**src/rtl/bip_pkg.sv**
```systemverilog
`default_nettype none
// ============================================================================
//  Module   : bip_pkg
//  Purpose  : Shared constants and types for the BIP processor and its
//             program loader (word geometry, HALT opcode, loader states).
//  Revision : 1.0 - initial release
// ============================================================================
package bip_pkg;

  // Default word geometry; one instruction is exactly two received bytes.
  localparam int C_NB_INSTRUCTION = 16;
  localparam int C_NB_ADDR        = 11;
  localparam int C_NB_OPCODE      = 5;
  localparam int C_NB_BYTE        = 8;

  // HALT opcode; the CPU decodes the same value to raise o_program_done.
  localparam logic [C_NB_OPCODE-1:0] C_HALT_OPCODE = 5'b00000;

  // Program loader state encoding.
  typedef enum logic [2:0] {
    LD_IDLE      = 3'd0,
    LD_LOAD_LOW  = 3'd1,
    LD_LOAD_HIGH = 3'd2,
    LD_DONE      = 3'd3,
    LD_ERROR     = 3'd4
  } loader_state_e;

endpackage : bip_pkg
`default_nettype wire

```
**src/rtl/bip_program_loader.sv**
```systemverilog
`default_nettype none
// ============================================================================
//  Module   : bip_program_loader
//  Purpose  : Assembles received bytes (low byte first) into instruction
//             words, writes them to program memory from address 0 upward,
//             holds the CPU in reset while loading and releases it in the
//             same cycle the HALT word is written.
//  Revision : 1.0 - initial release
// ============================================================================
module bip_program_loader
  import bip_pkg::*;
#(
  parameter int NB_INSTRUCTION = C_NB_INSTRUCTION,
  parameter int NB_ADDR        = C_NB_ADDR,
  parameter int NB_OPCODE      = C_NB_OPCODE,
  parameter int NB_BYTE        = C_NB_BYTE
) (
  input  logic                      i_clock,
  input  logic                      i_reset,          // async, active low
  input  logic [NB_BYTE-1:0]        i_rx_data,
  input  logic                      i_rx_valid,
  input  logic                      i_start,
  output logic                      o_mem_wr_enable,
  output logic [NB_ADDR-1:0]        o_mem_wr_addr,
  output logic [NB_INSTRUCTION-1:0] o_mem_wr_data,
  output logic                      o_cpu_reset,
  output logic                      o_load_done,
  output logic                      o_overflow,
  output logic [NB_ADDR:0]          o_word_count
);

  // --------------------------------------------------------------------------
  // State and datapath registers
  // --------------------------------------------------------------------------
  loader_state_e             state_q,     state_d;
  logic [NB_ADDR-1:0]        addr_q,      addr_d;
  logic [NB_ADDR:0]          count_q,     count_d;
  logic [NB_BYTE-1:0]        low_q,       low_d;
  logic                      wr_en_q,     wr_en_d;
  logic [NB_ADDR-1:0]        wr_addr_q,   wr_addr_d;
  logic [NB_INSTRUCTION-1:0] wr_data_q,   wr_data_d;
  logic                      cpu_reset_q, cpu_reset_d;
  logic                      done_q,      done_d;
  logic                      overflow_q,  overflow_d;

  // --------------------------------------------------------------------------
  // Word decode helpers
  // --------------------------------------------------------------------------
  logic [NB_INSTRUCTION-1:0] rx_word;
  logic [NB_OPCODE-1:0]      rx_opcode;
  logic                      rx_is_halt;
  logic                      addr_at_max;

  // The word being completed by the current high byte, and its opcode field.
  assign rx_word     = {i_rx_data, low_q};
  assign rx_opcode   = rx_word[NB_INSTRUCTION-1 -: NB_OPCODE];
  assign rx_is_halt  = (rx_opcode == NB_OPCODE'(C_HALT_OPCODE));
  // Last memory location: the counter must not advance past it.
  assign addr_at_max = (addr_q == {NB_ADDR{1'b1}});

  // State register and all registered outputs; reset parks the CPU in reset.
  always_ff @(posedge i_clock or negedge i_reset) begin
    if (!i_reset) begin
      state_q     <= LD_IDLE;
      addr_q      <= '0;
      count_q     <= '0;
      low_q       <= '0;
      wr_en_q     <= 1'b0;
      wr_addr_q   <= '0;
      wr_data_q   <= '0;
      cpu_reset_q <= 1'b1;
      done_q      <= 1'b0;
      overflow_q  <= 1'b0;
    end else begin
      state_q     <= state_d;
      addr_q      <= addr_d;
      count_q     <= count_d;
      low_q       <= low_d;
      wr_en_q     <= wr_en_d;
      wr_addr_q   <= wr_addr_d;
      wr_data_q   <= wr_data_d;
      cpu_reset_q <= cpu_reset_d;
      done_q      <= done_d;
      overflow_q  <= overflow_d;
    end
  end

  // Next-state and next-output logic; i_start overrides everything,
  // including a coincident byte strobe, which is then dropped.
  always_comb begin
    state_d     = state_q;
    addr_d      = addr_q;
    count_d     = count_q;
    low_d       = low_q;
    wr_en_d     = 1'b0;
    wr_addr_d   = wr_addr_q;
    wr_data_d   = wr_data_q;
    cpu_reset_d = cpu_reset_q;
    done_d      = done_q;
    overflow_d  = overflow_q;

    if (i_start) begin
      state_d     = LD_LOAD_LOW;
      addr_d      = '0;
      count_d     = '0;
      done_d      = 1'b0;
      overflow_d  = 1'b0;
      cpu_reset_d = 1'b1;
    end else begin
      case (state_q)
        LD_IDLE: begin
          // Bytes arriving before a start pulse are not program data.
        end

        LD_LOAD_LOW: begin
          if (i_rx_valid) begin
            low_d   = i_rx_data;
            state_d = LD_LOAD_HIGH;
          end
        end

        LD_LOAD_HIGH: begin
          if (i_rx_valid) begin
            wr_en_d   = 1'b1;
            wr_addr_d = addr_q;
            wr_data_d = rx_word;
            count_d   = count_q + 1'b1;
            // Saturate so a full memory never wraps back onto address 0.
            if (!addr_at_max) begin
              addr_d = addr_q + 1'b1;
            end
            if (rx_is_halt) begin
              // Released together with the HALT write: memory captures the
              // last word at the end of this cycle, before the first fetch.
              state_d     = LD_DONE;
              cpu_reset_d = 1'b0;
              done_d      = 1'b1;
            end else if (addr_at_max) begin
              state_d    = LD_ERROR;
              overflow_d = 1'b1;
            end else begin
              state_d = LD_LOAD_LOW;
            end
          end
        end

        LD_DONE, LD_ERROR: begin
          // Terminal until the next start pulse; further bytes are ignored.
        end

        default: begin
          state_d = LD_IDLE;
        end
      endcase
    end
  end

  assign o_mem_wr_enable = wr_en_q;
  assign o_mem_wr_addr   = wr_addr_q;
  assign o_mem_wr_data   = wr_data_q;
  assign o_cpu_reset     = cpu_reset_q;
  assign o_load_done     = done_q;
  assign o_overflow      = overflow_q;
  assign o_word_count    = count_q;

endmodule : bip_program_loader
`default_nettype wire

```
**config.mk**
```make
export PLATFORM = sky130hd
export DESIGN_NAME = bip_program_loader
export DESIGN_NICKNAME = d
export VERILOG_FILES = /design/src/rtl/bip_pkg.sv /design/src/rtl/bip_program_loader.sv
export SDC_FILE = /design/constraint.sdc
export NUM_CORES = 1
export LEC_CHECK = 0
export ABC_AREA = 1
export CELL_PAD_IN_SITES_DETAIL_PLACEMENT = 1
export CELL_PAD_IN_SITES_GLOBAL_PLACEMENT = 1
export CORE_ASPECT_RATIO = 0.9
export CORE_MARGIN = 2
export CORE_UTILIZATION = 38
export CTS_CLUSTER_DIAMETER = 200
export DETAILED_ROUTE_END_ITERATION = 8
export DONT_BUFFER_PORTS = 1
export GPL_TIMING_DRIVEN = 0
export PLACE_DENSITY = 0.62
export SLEW_MARGIN = 20
export SYNTH_ARGS = -nofsm -noshare
export SYNTH_HDL_FRONTEND = slang
export SYNTH_SLANG_ARGS = --single-unit
```
**constraint.sdc**
```tcl
create_clock -name i_clock -period 4.69 [get_ports i_clock]
set_clock_uncertainty 0.15 [all_clocks]
set_input_delay 0.938 -clock i_clock [delete_from_list [all_inputs] [get_ports i_clock]]
set_output_delay 0.938 -clock i_clock [all_outputs]
set_load 0.005 [all_outputs]
```
==> impl_metrics.yaml, run 1 <==
outcome:
  status: "completed"
worst_setup_path:
  cp_num_cells: 0
  rr_worst_depth: 10
  required_ps: 3600
  worstPathArrival_ps: 880
  crit-reg2reg-launch: "addr_q[0]"
  startpoint_type: "flop"
  worstSetupEndpointType: "primary output"
  cp_max_fo: 2
  rr_endpoint: "addr_q[5]"
  critPathKind: "reg2out"
  reg2reg_setup_slack_ps: 2930
drt:
  antenna_left: 0
  detail_route.wirelength_mm: 7.367
  vias_per_cell: 4.998
  vias: 2334
  dr.pass1.iters: 4
  wire_per_inst_um: 15.78
  drt-initial-drc-count: 85
  remaining_drc_errors: 0
yosys:
  async_reset_ff_share_pct: 100.0
  synth-compound-area-share_pct: 10.79
  synth_edf_count: 0
  synth_top_family_by_area: "simple AND/OR/NAND/NOR gates"
  postSynthCellCount: 355
  synth_mux_area_share_pct: 0
  yosys-top-cells-area: "dfrtp_1 (53%), nand2_1 (14%), o21ai_0 (6.3%), inv_1 (4.6%), nand3_1 (3.3%)"
  synth_area_mm2: 0.003014
  syn_avg_cell_area_um2: 8.491
  ys_warn_count: 0
  synthAdderAreaFrac_pct: 0.8302
  yosys.area_share.xor_xnor_pct: 0.5812
  synth_ff_type: "dfrtp_1"
  ys_seq_elements: 65
  synth.most_common_cell: "nand2_1"
  synth_common_cells: "nand2_1 (111), dfrtp_1 (64), o21ai_0 (38)"
  synthesis.nets: 369
  synth_top_area_share_pct: 53.13
  yosys.area_share.simple_pct: 25.70
  yosysTopAreaCell: "dfrtp_1"
  ys_seq_area_share_pct: 54.01
  ys_types: 33
placement:
  port_buffers: 0
  routabilityCongestion: 0.7900
  place_ws_ps: 2506
  dp_hpwl_mm: 5.371
clock_network:
  clock_latency_ps: 340
  clk_root_buffer_cell: "clkbuf_8"
  cts-htree-levels: 3
  cts_buffers: 9
  cts_tree: "yes"
  ctsResizeCount: 0
  cts_setup_buffers: 0
  cts-hold-fix-buffers: 0
  clockBufferDepth: 2
  clk_pin_slew_ps: 70
  cts.sinks: 65
floorplanning:
  core_mm2: 0.007620
  dieArea_mm2: 0.008661
  io_pins: 55
  start_util_pct: 39.56
  row_count: 30
  die_w_um: 97.88
  die_y_um: 88.49
pwr:
  p_switching_uw: 355.5
  combPwrFrac_pct: 8.8
  swShare_pct: 26.34
  p_clk_share_pct: 38.9
  power_frac_seq_pct: 52.3
  max-vdd-ir-drop_v: 0.0001628
  power.total_uw: 1350
  internal_power_uw: 994.1
  p_leak_uw: 0.001577
  power_density_mw_per_mm2: 402.3
grt:
  grt_max_degree: 66
  grt_pass1_wl_mm: 12.37
  grt_pass1_vias: 2383
  grt_use_total_pct: 18.32
  antenna_found_initial: 0
  grt-ovfl-total: 0
sta:
  fin_tns_setup_ps: 0
  min_period_ps: 1969
  tightest_slew_ps: 560.9
  min_period_over_period_pct: 41.99
  maxClockFrequency_mhz: 507.8
  fin_ws_ps: 2721
  setup_viol: 0
  rsz0062_at_grt: "false"
  maxSlewViolCount: 0
  finalHoldViolations: 0
  slew_headroom_pct: 62.61
min_path:
  min_path_type: "in2async"
cells_and_area:
  antennaDiodeCount: 0
  fillCellCount: 919
  fin_nets: 380
  drive_gt1_share_pct: 13.75
  syn_to_final_growth_pct: 11.29
job:
  cap_violations: 0
-- area by class of cell --
| class | instances | area, um^2 | share of cell area, % |
|---|---|---|---|
| clock inverters | 6 | 92.59 | 2.760 |
| flip-flops and latches | 65 | 1628 | 48.53 |
| multi-input cells | 236 | 1142 | 34.05 |
| well taps | 96 | 120.1 | 3.581 |
| inverters | 45 | 172.7 | 5.147 |
| plain buffers | 9 | 71.32 | 2.126 |
| clock buffers | 10 | 127.6 | 3.805 |
-- power groups by stage --
stage,logic [uW],registers (uW),clock network [uW]
6_report,119,706,525
5_1_grt,142,716,564
4_1_cts,122,707,541
3_5_place_dp,121,718,0
3_3_place_gp,115,716,0
2_1_floorplan,97.6,702,0
-- cells in the final DEF (no fill, tap or decap), types with 2 or more instances in the layout --
cell type,count
o21ai_1,10
o21ai_0,38
inv_1,37
clkbuf_1,3
nor2_2,4
nand3_1,20
nand4_1,11
nor2_1,14
ha_1,2
bufinv_16,2
nand2_1,111
o21ai_2,4
clkinv_4,2
buf_4,3
nand2_2,6
clkbuf_8,9
dfrtp_1,64
inv_2,6
clkinvlp_4,2
a31oi_1,2
a21oi_1,3
buf_2,2
nor2_4,2
-- layer usage --
layer  wire [um]  up-vias  track usage (%)  part of all wire [%]
li1            -     1152                -                     -
met1        3473     1131            23.31                    47
met2        3448       43            29.83                    47
met3         349        8            6.793                   4.7
met4          96        0            5.051                   1.3
met5           0        -                0                     0
-- registers in the layout, summed over array words and instances (netlist names) --
name / cells
o_word_count: 12
addr_q: 11
o_overflow: 1
state_q: 3
low_q: 8
o_load_done: 1
o_mem_wr_enable: 1
o_mem_wr_data: 16
o_cpu_reset: 1
o_mem_wr_addr: 11
-- worst reg2reg max path, cell delays in order, from the launching register on --
cell and delay, ps:
dfrtp_1 460, ha_1 300, inv_2 70, nor2_4 140, nand3_2 100, nand2_2 90, nand2_4 70, inv_4 70
buf_12 120, nand2_1 70, o21ai_2 50
-- how the worst max path moves through the flow --
stage                startpoint                to
floorplan            i_rx_valid  o_mem_wr_addr[6]
global placement     i_rx_valid          low_q[5]
detailed placement   i_rx_valid          low_q[0]
CTS                 o_cpu_reset       o_cpu_reset
global route        o_cpu_reset       o_cpu_reset
finish              o_cpu_reset       o_cpu_reset
-- through the flow --
step	utilization (%)	cell area, um^2	cells	hold slack, ps
floorplan	-	3014	355	292.2
global placement	41.13	3134	451	303.1
detailed placement	41.13	3134	451	309.9
CTS	44.02	3354	467	116.3
global route	44.02	3354	467	102.7
finish	44.02	3354	467	134.3
-- cells by family after synthesis --
family,count (synthesis)
and+or+nand+nor,172
AOI/OAI and AO/OA,60
adders and majority gates,2
buffers and inverters,54
xor gates and xnor gates,2
DFF,65
(Power assumes the default switching activity.)
==> inputs of run 2 (changes only) <==
- clock period: 4.69 -> 2 ns (I/O delays scaled with it)
==> run 2 against run 1 <==
The run now ends with negative hold slack left. Via count grew 0.13%. Global-route usage grew 0.051 points. Routed wire length grew 0.22%. Hold slack lost 540 ps. Setup slack lost 2500 ps. Combinational power grew 140%. Final area grew 0.30%. Largest cell class unchanged. Total power grew 130%. Count of clock-buffer cells in the layout is the same. Non-clock buffer count grew 1. Largest power group unchanged. Sequential share of layout area shrank 0.14 points. Critical path depth grew 10.
==> impl_metrics.yaml, run 2 (same netlist as run 1, synthesis figures left out) <==
grt:
  busiest_layer: "met2"
  grt_max_degree: 66
  grt-ovfl-total: 0
  grt_use_total_pct: 18.37
  gr-usage-met1_pct: 23.41
  grt_pass1_vias: 2388
  grt_pass1_wl_mm: 12.40
  antenna_found_initial: 0
  met2_usage_pct: 29.89
  met3_usage_pct: 6.793
drt:
  vias_per_cell: 4.994
  remaining_drc_errors: 0
  drt-initial-drc-count: 92
  dr.pass1.iters: 4
  antenna_left: 0
  detail_route.wirelength_mm: 7.383
  vias: 2337
  wire_per_inst_um: 15.78
clock_network:
  clockBufferDepth: 2
  cts-hold-fix-buffers: 1
  clk_root_buffer_cell: "clkbuf_8"
  clock_latency_ps: 340
  clk_pin_slew_ps: 70
  cts-htree-levels: 3
  cts_buffers: 9
  cts_setup_buffers: 0
  cts_tree: "yes"
  ctsResizeCount: 0
  cts.sinks: 65
worst_setup_path:
  cp_max_fo: 10
  reg2reg_setup_slack_ps: 240
  crit-reg2reg-launch: "addr_q[0]"
  rr_endpoint: "addr_q[5]"
  critPathKind: "reg2reg"
  worstSetupEndpointType: "flop"
  worstPathArrival_ps: 1880
  required_ps: 2120
  startpoint_type: "flop"
  rr_worst_depth: 10
sta:
  maxSlewViolCount: 0
  maxClockFrequency_mhz: 568.0
  min_period_ps: 1760
  setup_viol: 0
  whs_ps: -403.4
  fin_tns_setup_ps: 0
  min_period_over_period_pct: 88.02
  tightest_slew_ps: 561.3
  finalHoldViolations: 65
  rsz0062_at_grt: "false"
  slew_headroom_pct: 62.58
placement:
  dp_hpwl_mm: 5.371
  port_buffers: 0
  routabilityCongestion: 0.7900
  place_inst: 451
floorplanning:
  die_w_um: 97.88
  core_mm2: 0.007620
  start_util_pct: 39.56
  dieArea_mm2: 0.008661
  row_count: 30
  io_pins: 55
  die_y_um: 88.49
min_path:
  min_path_type: "in2async"
pwr:
  power_density_mw_per_mm2: 941.0
  p_leak_uw: 0.001581
  power.total_uw: 3166
  max-vdd-ir-drop_v: 0.0003824
outcome:
  status: "complete, but fails checks"
  violations: "negative hold slack"
cells_and_area:
  antennaDiodeCount: 0
  fillCellCount: 919
  layout_common_cells: "nand2_1 (111), dfrtp_1 (64), o21ai_0 (38)"
  fin_nets: 381
  final_common_cell: "nand2_1"
  syn_to_final_growth_pct: 11.62
  final_cells: 468
  largest_reg_flops: 16
  drive_gt1_share_pct: 13.71
job:
  cap_violations: 0
==> run 2: changes by cell type in the layout (fill, tap and decap cells not counted), sizes merged <==
cell         before  now
dlygate4sd3       0    1
==> run 2: power by group <==
group | internal (uW) | switching, uW
combinational | 114 | 167
sequential | 1510 | 143
clock | 706 | 524
==> run 2: critical path, cell delays in order, from the launching register on <==
cell     delay [ps]
dfrtp_1         460
ha_1            300
inv_2            70
nor2_4          140
nand3_2         100
nand2_2          90
nand2_4          70
inv_4            70
buf_12          120
nand2_1          60
o21ai_2          50
==> run 2: through the flow <==
stage / util (%) / setup WS [ps] / hold WS, ps / area [um^2]
6_report: 44.15 / 239.5 / -403.4 / 3364
4_1_cts: 44.15 / 213.7 / -421.7 / 3364
2_1_floorplan: - / 451.9 / -45.59 / 3014
3_5_place_dp: 41.13 / 229.7 / -43.79 / 3134
3_3_place_gp: 41.13 / 241.2 / -44.17 / 3134
5_1_grt: 44.15 / 20.01 / -435.3 / 3364
==> run 2: worst max path at each step <==
stage,from,endpoint,cells after the start
floorplan,addr_q[0],addr_q[6],10
global placement,addr_q[0],addr_q[2],8
detailed placement,addr_q[0],addr_q[6],10
CTS,addr_q[0],addr_q[5],10
global route,o_word_count[1],o_word_count[10],10
finish,addr_q[0],addr_q[5],10
==> run 2: cell type report <==
type | count | area [um^2] | area share [%]
flip-flops and latches | 65 | 1628 | 48.38
multi-input cells | 236 | 1142 | 33.95
inverters | 45 | 172.7 | 5.132
clock buffers | 10 | 127.6 | 3.793
well taps | 96 | 120.1 | 3.570
clock inverters | 6 | 92.59 | 2.752
plain buffers | 9 | 71.32 | 2.120
repair buffers | 1 | 10.01 | 0.2975
==> run 2: per-layer routing <==
metal / up-vias / wire length [um]
met3: 8 / 368
met1: 1130 / 3467
met2: 45 / 3451
li1: 1154 / -
met4: 0 / 96
met5: - / 0
==> inputs of run 3 (changes only) <==
- HOLD_SLACK_MARGIN: default -> 0.03
==> results of run 3 <==
Final layout, timing and power as in run 2 (identical DEF).
